===== src/rtl/jtag_ir_driver_if.sv =====
// -----------------------------------------------------------------------------
// jtag_ir_driver_if
//   Bundles the request side and the TAP-facing serial side of the JTAG IR
//   driver.
//
//   Request side : start, instr, tap_reset (requests in); busy, done,
//                  captured (status out)
//   TAP side     : TMS, TDI (driver to target); TDO (target to driver)
//
//   slave  : the driver itself
//   master : whatever issues requests and hosts the target TAP
// -----------------------------------------------------------------------------
interface jtag_ir_driver_if #(
    parameter int IR_LEN = 8
);
    logic              start;
    logic [IR_LEN-1:0] instr;
    logic              tap_reset;
    logic              TDO;
    logic              TMS;
    logic              TDI;
    logic              busy;
    logic              done;
    logic [IR_LEN-1:0] captured;

    modport master (
        output start, instr, tap_reset, TDO,
        input  TMS, TDI, busy, done, captured
    );

    modport slave (
        input  start, instr, tap_reset, TDO,
        output TMS, TDI, busy, done, captured
    );
endinterface


===== src/rtl/jtag_ir_driver.sv =====
// -----------------------------------------------------------------------------
// jtag_ir_driver
//   Drives a JTAG TAP to load an instruction into the target instruction
//   register, returning the previous IR contents, or walks the TAP through a
//   Test-Logic-Reset sequence.
//
//   Ports
//     TCLK     : the only clock, all state changes on its rising edge
//     TRESETN  : synchronous active-low reset
//     bus      : jtag_ir_driver_if.slave
//                start/instr   - request an IR load (taken only when idle)
//                tap_reset     - request a TAP reset (wins over start)
//                TDO           - serial data from the target
//                TMS/TDI       - registered TAP controls, TDI bit 0 first
//                busy          - a sequence is in progress
//                done          - one-cycle pulse at the end of an IR load
//                captured      - IR value shifted out during the last load
//
//   TMS and TDI are registered, so the value written on one edge is the value
//   the target samples on the following edge. state_q therefore follows the
//   target TAP state one edge behind the outputs: it names where the target
//   is after the current edge, while tms_q/tdi_q hold what it will see next.
// -----------------------------------------------------------------------------
module jtag_ir_driver #(
    parameter int IR_LEN     = 8,
    parameter int TLR_CYCLES = 5
) (
    input  logic TCLK,
    input  logic TRESETN,
    jtag_ir_driver_if.slave bus
);

    localparam int CNT_MAX  = (IR_LEN > TLR_CYCLES) ? IR_LEN : TLR_CYCLES;
    localparam int CNT_W    = $clog2(CNT_MAX + 1);
    // Index of the bit presented after the first shift edge; guarded so that
    // IR_LEN=1 still elaborates (that path is never taken in that case).
    localparam int NEXT_BIT = (IR_LEN > 1) ? 1 : 0;

    localparam logic [CNT_W-1:0] CNT_ONE  = CNT_W'(1);
    localparam logic [CNT_W-1:0] TLR_LAST = CNT_W'(TLR_CYCLES);
    localparam logic [CNT_W-1:0] IR_LAST  = CNT_W'(IR_LEN - 1);

    typedef enum logic [2:0] {
        TLR_SEQ,
        IDLE,
        SEL_DR,
        SEL_IR,
        CAPTURE,
        SHIFT,
        EXIT1,
        UPDATE
    } state_t;

    state_t            state_q;
    logic [CNT_W-1:0]  cnt_q;
    logic [IR_LEN-1:0] sr_q;
    logic [IR_LEN-1:0] cap_q;
    logic              tms_q;
    logic              tdi_q;
    logic              busy_q;
    logic              done_q;

    always_ff @(posedge TCLK) begin
        if (!TRESETN) begin
            state_q <= TLR_SEQ;
            cnt_q   <= '0;
            tms_q   <= 1'b1;
            tdi_q   <= 1'b0;
            busy_q  <= 1'b1;
            done_q  <= 1'b0;
            cap_q   <= '0;
        end else begin
            done_q <= 1'b0;
            case (state_q)
                // cnt_q counts TMS=1 edges already seen by the target; once
                // TLR_CYCLES are done, one TMS=0 edge lands it in Run-Test/Idle.
                TLR_SEQ: begin
                    tdi_q <= 1'b0;
                    if (cnt_q == TLR_LAST) begin
                        state_q <= IDLE;
                        tms_q   <= 1'b0;
                        busy_q  <= 1'b0;
                    end else begin
                        cnt_q <= cnt_q + CNT_ONE;
                        tms_q <= ((cnt_q + CNT_ONE) != TLR_LAST);
                    end
                end

                // busy_q high in IDLE means a load was accepted on the
                // previous edge and the target is about to leave Run-Test/Idle.
                IDLE: begin
                    tdi_q <= 1'b0;
                    if (busy_q) begin
                        state_q <= SEL_DR;
                        tms_q   <= 1'b1;
                    end else if (bus.tap_reset) begin
                        state_q <= TLR_SEQ;
                        cnt_q   <= '0;
                        tms_q   <= 1'b1;
                        busy_q  <= 1'b1;
                    end else if (bus.start) begin
                        sr_q   <= bus.instr;
                        tms_q  <= 1'b1;
                        busy_q <= 1'b1;
                    end else begin
                        tms_q <= 1'b0;
                    end
                end

                SEL_DR: begin
                    state_q <= SEL_IR;
                    tms_q   <= 1'b0;
                end

                SEL_IR: begin
                    state_q <= CAPTURE;
                    tms_q   <= 1'b0;
                end

                // Target enters Shift-IR on this edge; present bit 0 for the
                // first shift edge, leaving at once if the IR is one bit long.
                CAPTURE: begin
                    state_q <= SHIFT;
                    cnt_q   <= '0;
                    tdi_q   <= sr_q[0];
                    tms_q   <= (IR_LEN == 1);
                end

                // cnt_q is the index of the bit the target is taking now.
                SHIFT: begin
                    cap_q <= IR_LEN'({bus.TDO, cap_q} >> 1);
                    sr_q  <= sr_q >> 1;
                    if (cnt_q == IR_LAST) begin
                        state_q <= EXIT1;
                        tms_q   <= 1'b1;
                        tdi_q   <= 1'b0;
                    end else begin
                        cnt_q <= cnt_q + CNT_ONE;
                        tdi_q <= sr_q[NEXT_BIT];
                        tms_q <= ((cnt_q + CNT_ONE) == IR_LAST);
                    end
                end

                EXIT1: begin
                    state_q <= UPDATE;
                    tms_q   <= 1'b0;
                end

                UPDATE: begin
                    state_q <= IDLE;
                    tms_q   <= 1'b0;
                    busy_q  <= 1'b0;
                    done_q  <= 1'b1;
                end

                default: begin
                    state_q <= TLR_SEQ;
                    cnt_q   <= '0;
                    tms_q   <= 1'b1;
                    tdi_q   <= 1'b0;
                    busy_q  <= 1'b1;
                end
            endcase
        end
    end

    assign bus.TMS      = tms_q;
    assign bus.TDI      = tdi_q;
    assign bus.busy     = busy_q;
    assign bus.done     = done_q;
    assign bus.captured = cap_q;

endmodule


===== src/flat_wrapper.sv =====
// flat-port wrapper written by rule: the top's interface ports become plain ports
module jtag_ir_driver_flat 
#(
    parameter int IR_LEN     = 8,
    parameter int TLR_CYCLES = 5
)
  (TCLK, TRESETN, bus_start, bus_instr, bus_tap_reset, bus_TDO, bus_TMS, bus_TDI, bus_busy, bus_done, bus_captured);
  jtag_ir_driver_if #(.IR_LEN(IR_LEN)) bus_i ();
  input  logic TCLK;
  input  logic TRESETN;
  input wire logic [$bits(bus_i.start)-1:0] bus_start;
  input wire logic [$bits(bus_i.instr)-1:0] bus_instr;
  input wire logic [$bits(bus_i.tap_reset)-1:0] bus_tap_reset;
  input wire logic [$bits(bus_i.TDO)-1:0] bus_TDO;
  output wire logic [$bits(bus_i.TMS)-1:0] bus_TMS;
  output wire logic [$bits(bus_i.TDI)-1:0] bus_TDI;
  output wire logic [$bits(bus_i.busy)-1:0] bus_busy;
  output wire logic [$bits(bus_i.done)-1:0] bus_done;
  output wire logic [$bits(bus_i.captured)-1:0] bus_captured;
  assign bus_i.start = bus_start;
  assign bus_i.instr = bus_instr;
  assign bus_i.tap_reset = bus_tap_reset;
  assign bus_i.TDO = bus_TDO;
  assign bus_TMS = bus_i.TMS;
  assign bus_TDI = bus_i.TDI;
  assign bus_busy = bus_i.busy;
  assign bus_done = bus_i.done;
  assign bus_captured = bus_i.captured;
  jtag_ir_driver #(.IR_LEN(IR_LEN), .TLR_CYCLES(TLR_CYCLES)) u_core (.TCLK(TCLK), .TRESETN(TRESETN), .bus(bus_i));
endmodule

===== config.mk =====
export PLATFORM = sky130hd
export DESIGN_NAME = jtag_ir_driver_flat
export DESIGN_NICKNAME = d
export VERILOG_FILES = /design/src/rtl/jtag_ir_driver_if.sv /design/src/rtl/jtag_ir_driver.sv /design/src/flat_wrapper.sv
export SDC_FILE = /design/constraint.sdc
export NUM_CORES = 1
export LEC_CHECK = 0
export ABC_AREA = 1
export BUFFER_PORTS_ARGS = -buffer_cell sky130_fd_sc_hd__clkbuf_2
export CAP_MARGIN = 0
export CORE_ASPECT_RATIO = 1.4
export CORE_UTILIZATION = 59
export CTS_CLUSTER_SIZE = 25
export DETAILED_ROUTE_END_ITERATION = 7
export MAX_ROUTING_LAYER = met4
export PLACE_DENSITY = 0.89
export SLEW_MARGIN = 25
export SYNTH_ARGS = -nofsm -noshare
export SYNTH_HDL_FRONTEND = slang
export SYNTH_SLANG_ARGS = --single-unit

===== constraint.sdc =====
create_clock -name TCLK -period 4.8 [get_ports TCLK]
set_clock_uncertainty 0.1 [all_clocks]
set_input_delay 0.72 -clock TCLK [delete_from_list [all_inputs] [get_ports TCLK]]
set_output_delay 0.72 -clock TCLK [all_outputs]
set_load 0.02 [all_outputs]

-- Yosys cells after proc, flatten, opt, wreduce, memory -nomap -nowiden
Cells that the tools add are included.
- logic and storage cells: 65
- output and inout bits: 12
- flip-flop bits (word level): 27
- add/sub/neg operators: 1
- equal/unequal tests: 20
- reductions and logical operators: 11
- multiplexer cells: 25
- operators with widths (operator ; number):
    2-to-1 mux 8 bit ; 3
    case mux 3 bit (8 select lines) ; 1
    2-to-1 mux 4 bit ; 4
    case mux 4 bit (4 select lines) ; 1
    case mux 8 bit (2 select lines) ; 1
    equality test 3 bit, second input constant ; 4
    equality test 4 x 3 -> 1 bit, second input constant ; 3
    2-to-1 mux 3 bit ; 4
    inequality test 2 bit, second input constant ; 6
    AND reduction 5 bit ; 2
    2-to-1 mux 1 bit ; 8
    equality test 3 x 2 -> 1 bit, second input constant ; 2
    case mux 1 bit (3 select lines) ; 2
    nonzero test 3 bit ; 2
    OR reduction 5 bit ; 1
    adder 4 x 1 -> 4 bit, second input constant ; 1
    inequality test 2 x 1 -> 1 bit, second input constant ; 2
    inequality test 4 x 3 -> 1 bit, second input constant ; 1
    case mux 1 bit (4 select lines) ; 1
    nonzero test 4 bit ; 1
    equality test 3 x 1 -> 1 bit, second input constant ; 1
    zero test 3 bit ; 1
    inequality test 3 x 2 -> 1 bit, second input constant ; 1
    AND reduction 3 bit ; 1
    3 further kinds ; 3

-- Depth between registers and ports, before layout
- depth in word-level cells: 4
- depth in mapped cells: 9

-- Worst setup path after synthesis
OpenSTA, ideal clock, no wires.
- path kind: in2reg
- start: input TRESETN
- end: register u_core.sr_q[0], enable pin
- setup slack: 2.982 ns
- arrival time: 1.348 ns
- library setup time: 0.370 ns
- buffers on the path: 1
- stages on the path: 3
- cell sequence: buf_2 -> o21ai_0 -> nor2_1
- word-level cells in the longest chain between the ends: 1
- ends and longest elaborated chain (item ; line ; text):
    start, declared ; flat_wrapper.sv:10 ; input logic TRESETN;
    AND reduction 5 bit (no line) ; -- ;
    end signal, assigned ; jtag_ir_driver.sv:102 ; sr_q <= bus.instr;
    end signal, assigned ; jtag_ir_driver.sv:132 ; sr_q <= sr_q >> 1;
    end, declared ; jtag_ir_driver.sv:56 ; logic [IR_LEN-1:0] sr_q;
Every way passes these cells.
A chain may end at the register's enable or synchronous reset.

-- Worst setup path in the final report
- start: register u_core.state_q[2]
- end: register u_core.sr_q[0], enable pin
- word-level cells in the longest chain between the ends: 3
- ends and longest elaborated chain (item ; line ; text):
    start, declared ; jtag_ir_driver.sv:54 ; state_t state_q;
    start signal, assigned ; jtag_ir_driver.sv:65 ; state_q <= TLR_SEQ;
    start signal, assigned ; jtag_ir_driver.sv:80 ; state_q <= IDLE;
    start signal, assigned ; jtag_ir_driver.sv:94 ; state_q <= SEL_DR;
    equality test 3 x 1 -> 1 bit or equality test 3 bit (tied branches) ; jtag_ir_driver.sv:74 ; case (state_q)
    inequality test 2 bit (no line) or nonzero test 2 bit (tied branches) ; -- ;
    AND reduction 5 bit (no line) * ; -- ;
Every way passes the cells marked *; elsewhere a longest branch is shown, timed or not.

==> flow_summary.ini <==
[route]
dr_total_vias = 1275
drt-pass1-iter-count = 4
drt-wirelength-per-cell_um = 12.3
drt_iter0_drc = 57
ant_nets = 0
via_per_inst = 5.50
wirelength_um = 2860
remaining_drc_errors = 0

[clocking]
cts.sinks = 27
clkTransAtPathRegs_ps = 150
cts_max_level = 1
cts-root-buf = clkbuf_4
cts_buffer_depth = 2
post_cts_buffers = 0
cts.repair.resized = 0
cts_hold_buffers = 0
clkLatencyLatePin_ps = 330
cts_tree = done
cts_buffers = 3

[die]
ioPinCount = 25
rows = 20
dieArea_um2 = 2610
core_area_um2 = 2230
die_h_um = 60.1
start_util_pct = 63.8
die_width_um = 43.5

[outcome]
outcome = finished clean

[place]
place.gp.congestion = 0.915
dp_hpwl_um = 2240
placed_area_um2 = 1500
io_buffers = 24

[logic_synthesis]
avgSynthCellArea_um2 = 7.44
yosys.area.top_type = dfxtp_1
synth_top_cell_area_share_pct = 26.8
synth_xor_area_share_pct = 0.616
synth_edf_count = 8
synth_area_um2 = 1420
synthCells = 191
ys.flop_type = dfxtp_1
ys_warn_count = 0
syn_nets = 208
ys_ff_latch = 27
ys_seq_area_share_pct = 43.7
muxShareOfSynthArea_pct = 0
synth_top_family_by_area = simple AND/OR/NAND/NOR gates
synthSimpleGateAreaFrac_pct = 37.3
synth_fa_ha_area_share_pct = 3.52
synth_compound_area_share_pct = 6.34
ys_types = 25
synthTopCellsByArea = dfxtp_1 27%, nand2_1 18%, edfxtp_1 17%
synth_common_cells = 68 x nand2_1, 23 x nor2_1, 19 x dfxtp_1, 17 x nand3_1, 11 x a21oi_1
async_reset_ff_share_pct = 0
synth.most_common_cell = nand2_1

[worst_setup_path]
rr_worst_depth = 4
r2r_end = u_core.sr_q[0]
r2r_slack_ps = 2650
worstPathRequired_ps = 4690
startpoint_type = flop
crit_path_end_kind = flop
worstPathMaxFanout = 20
path_class = reg2reg
startpoint = u_core.state_q[2]
cp.arrival_ps = 2040
crit_end = u_core.sr_q[0]
timing.rr.start = u_core.state_q[2]

[timing]
fmax_mhz = 465
tightest_slew_ps = 640
finalCriticalPeriod_ps = 2150
rsz0062_at_grt = false
maxSlewViolCount = 0
slew_headroom_pct = 57.2
fin_crit_sh_pct = 44.8
setup_viol = 0
finalHoldViolCount = 0
fin_setup_tns_ps = 0

[grt]
grt_max_degree = 21
antenna_found_initial = 0
grt-ovfl-total = 0
grt_pass1_wl_um = 4550
grt_util_all_layers_pct = 24.3
grt_pass1_vias = 1121

[cells_and_area]
n_antenna_cell = 0
area_delta_synth_final_pct = 7.75
drive_gt1_share_pct = 19.5
finalNetCount = 228
finish.utilization_pct = 68.8
finalInstanceArea_um2 = 1530

[pwr]
irDropWorstVdd_mv = 0.217
p_leak_nw = 0.687
power.density_nw_per_um2 = 361

[job]
cap_violations = 0

[min_path]
holdCritPathClass = reg2reg
[flip-flops by register name, indices dropped and copies added, names as in the netlist]
| signal | cells |
|---|---|
| u_core.bus.captured | 8 |
| u_core.state_q | 3 |
| u_core.bus.TDI | 1 |
| u_core.bus.busy | 1 |
| u_core.cnt_q | 4 |
| u_core.bus.done | 1 |
| u_core.sr_q | 8 |
| u_core.bus.TMS | 1 |
[report_power, final]
part           leakage (nW)  internal (mW)  switching [mW]
combinational         0.447         0.0596          0.0983
sequential            0.226          0.258          0.0338
clock                0.0139         0.0320          0.0712
total                 0.687          0.349           0.203
[per-layer routing]
layer | track usage [%] | share of wire (%) | vias up
li1 | - | - | 648
met3 | 2.42 | 5.1 | 9
met1 | 26.5 | 39 | 567
met5 | - | 0 | -
met4 | 11.6 | 2.1 | 0
met2 | 43.5 | 53 | 51
[through the flow]
step                      total power [mW]  hold slack, ps  cells  worst slack [ps]
after CTS                            0.552             387    232              2650
after global routing                 0.592             404    232              2500
after detailed placement             0.453             367    228              2660
after floorplan                      0.418             387    191              2980
final                                0.552             382    232              2650
after global placement               0.446             360    228              2730
[final cells by class]
type                    instances  area [um2]
clock buffers                   3        22.5
clock inverters                 1        7.51
fillers                       196         696
inverters                      13        53.8
multi-input cells             142         679
flip-flops and latches         27         621
well taps                      22        27.5
repair buffers                 24         120
[how the worst min path moves through the flow]
stage | depth (start not counted) | startpoint | slack, ps | to
2_1_floorplan | 2 | u_core.sr_q[2] | 390 | u_core.sr_q[1]
3_3_place_gp | 2 | u_core.bus.captured[0] | 360 | u_core.bus.captured[0]
3_5_place_dp | 2 | u_core.bus.captured[0] | 370 | u_core.bus.captured[0]
4_1_cts | 2 | u_core.bus.captured[0] | 390 | u_core.bus.captured[0]
5_1_grt | 2 | u_core.bus.captured[0] | 400 | u_core.bus.captured[0]
6_report | 2 | u_core.bus.captured[0] | 380 | u_core.bus.captured[0]
[critical path, stage by stage, from the launching register on]
cell and delay, ps:
dfxtp_1 550, nand3_4 280, inv_2 300, a21oi_1 70, nor2_1 500
[logic make-up (layout without fill, tap and decap cells)]
| group | Yosys count | in the layout |
|---|---|---|
| compound gates | 17 | 17 |
| flops | 27 | 27 |
| simple gates | 120 | 120 |
| xor+xnor | 1 | 1 |
| buf+inv | 22 | 41 |
| fa+ha+maj | 4 | 4 |
[placed cells by master (no fill, tap or decap), drive strengths merged]
master	count
a21oi	11
a31oi	1
clkbuf	27
clkinvlp	1
dfxtp	19
edfxtp	8
ha	4
inv	13
nand2	68
nand3	20
nand4	3
nor2	27
nor3	1
nor3b	1
o21ai	5
xor2	1
Note: power is estimated with default switching activity, not from simulation.
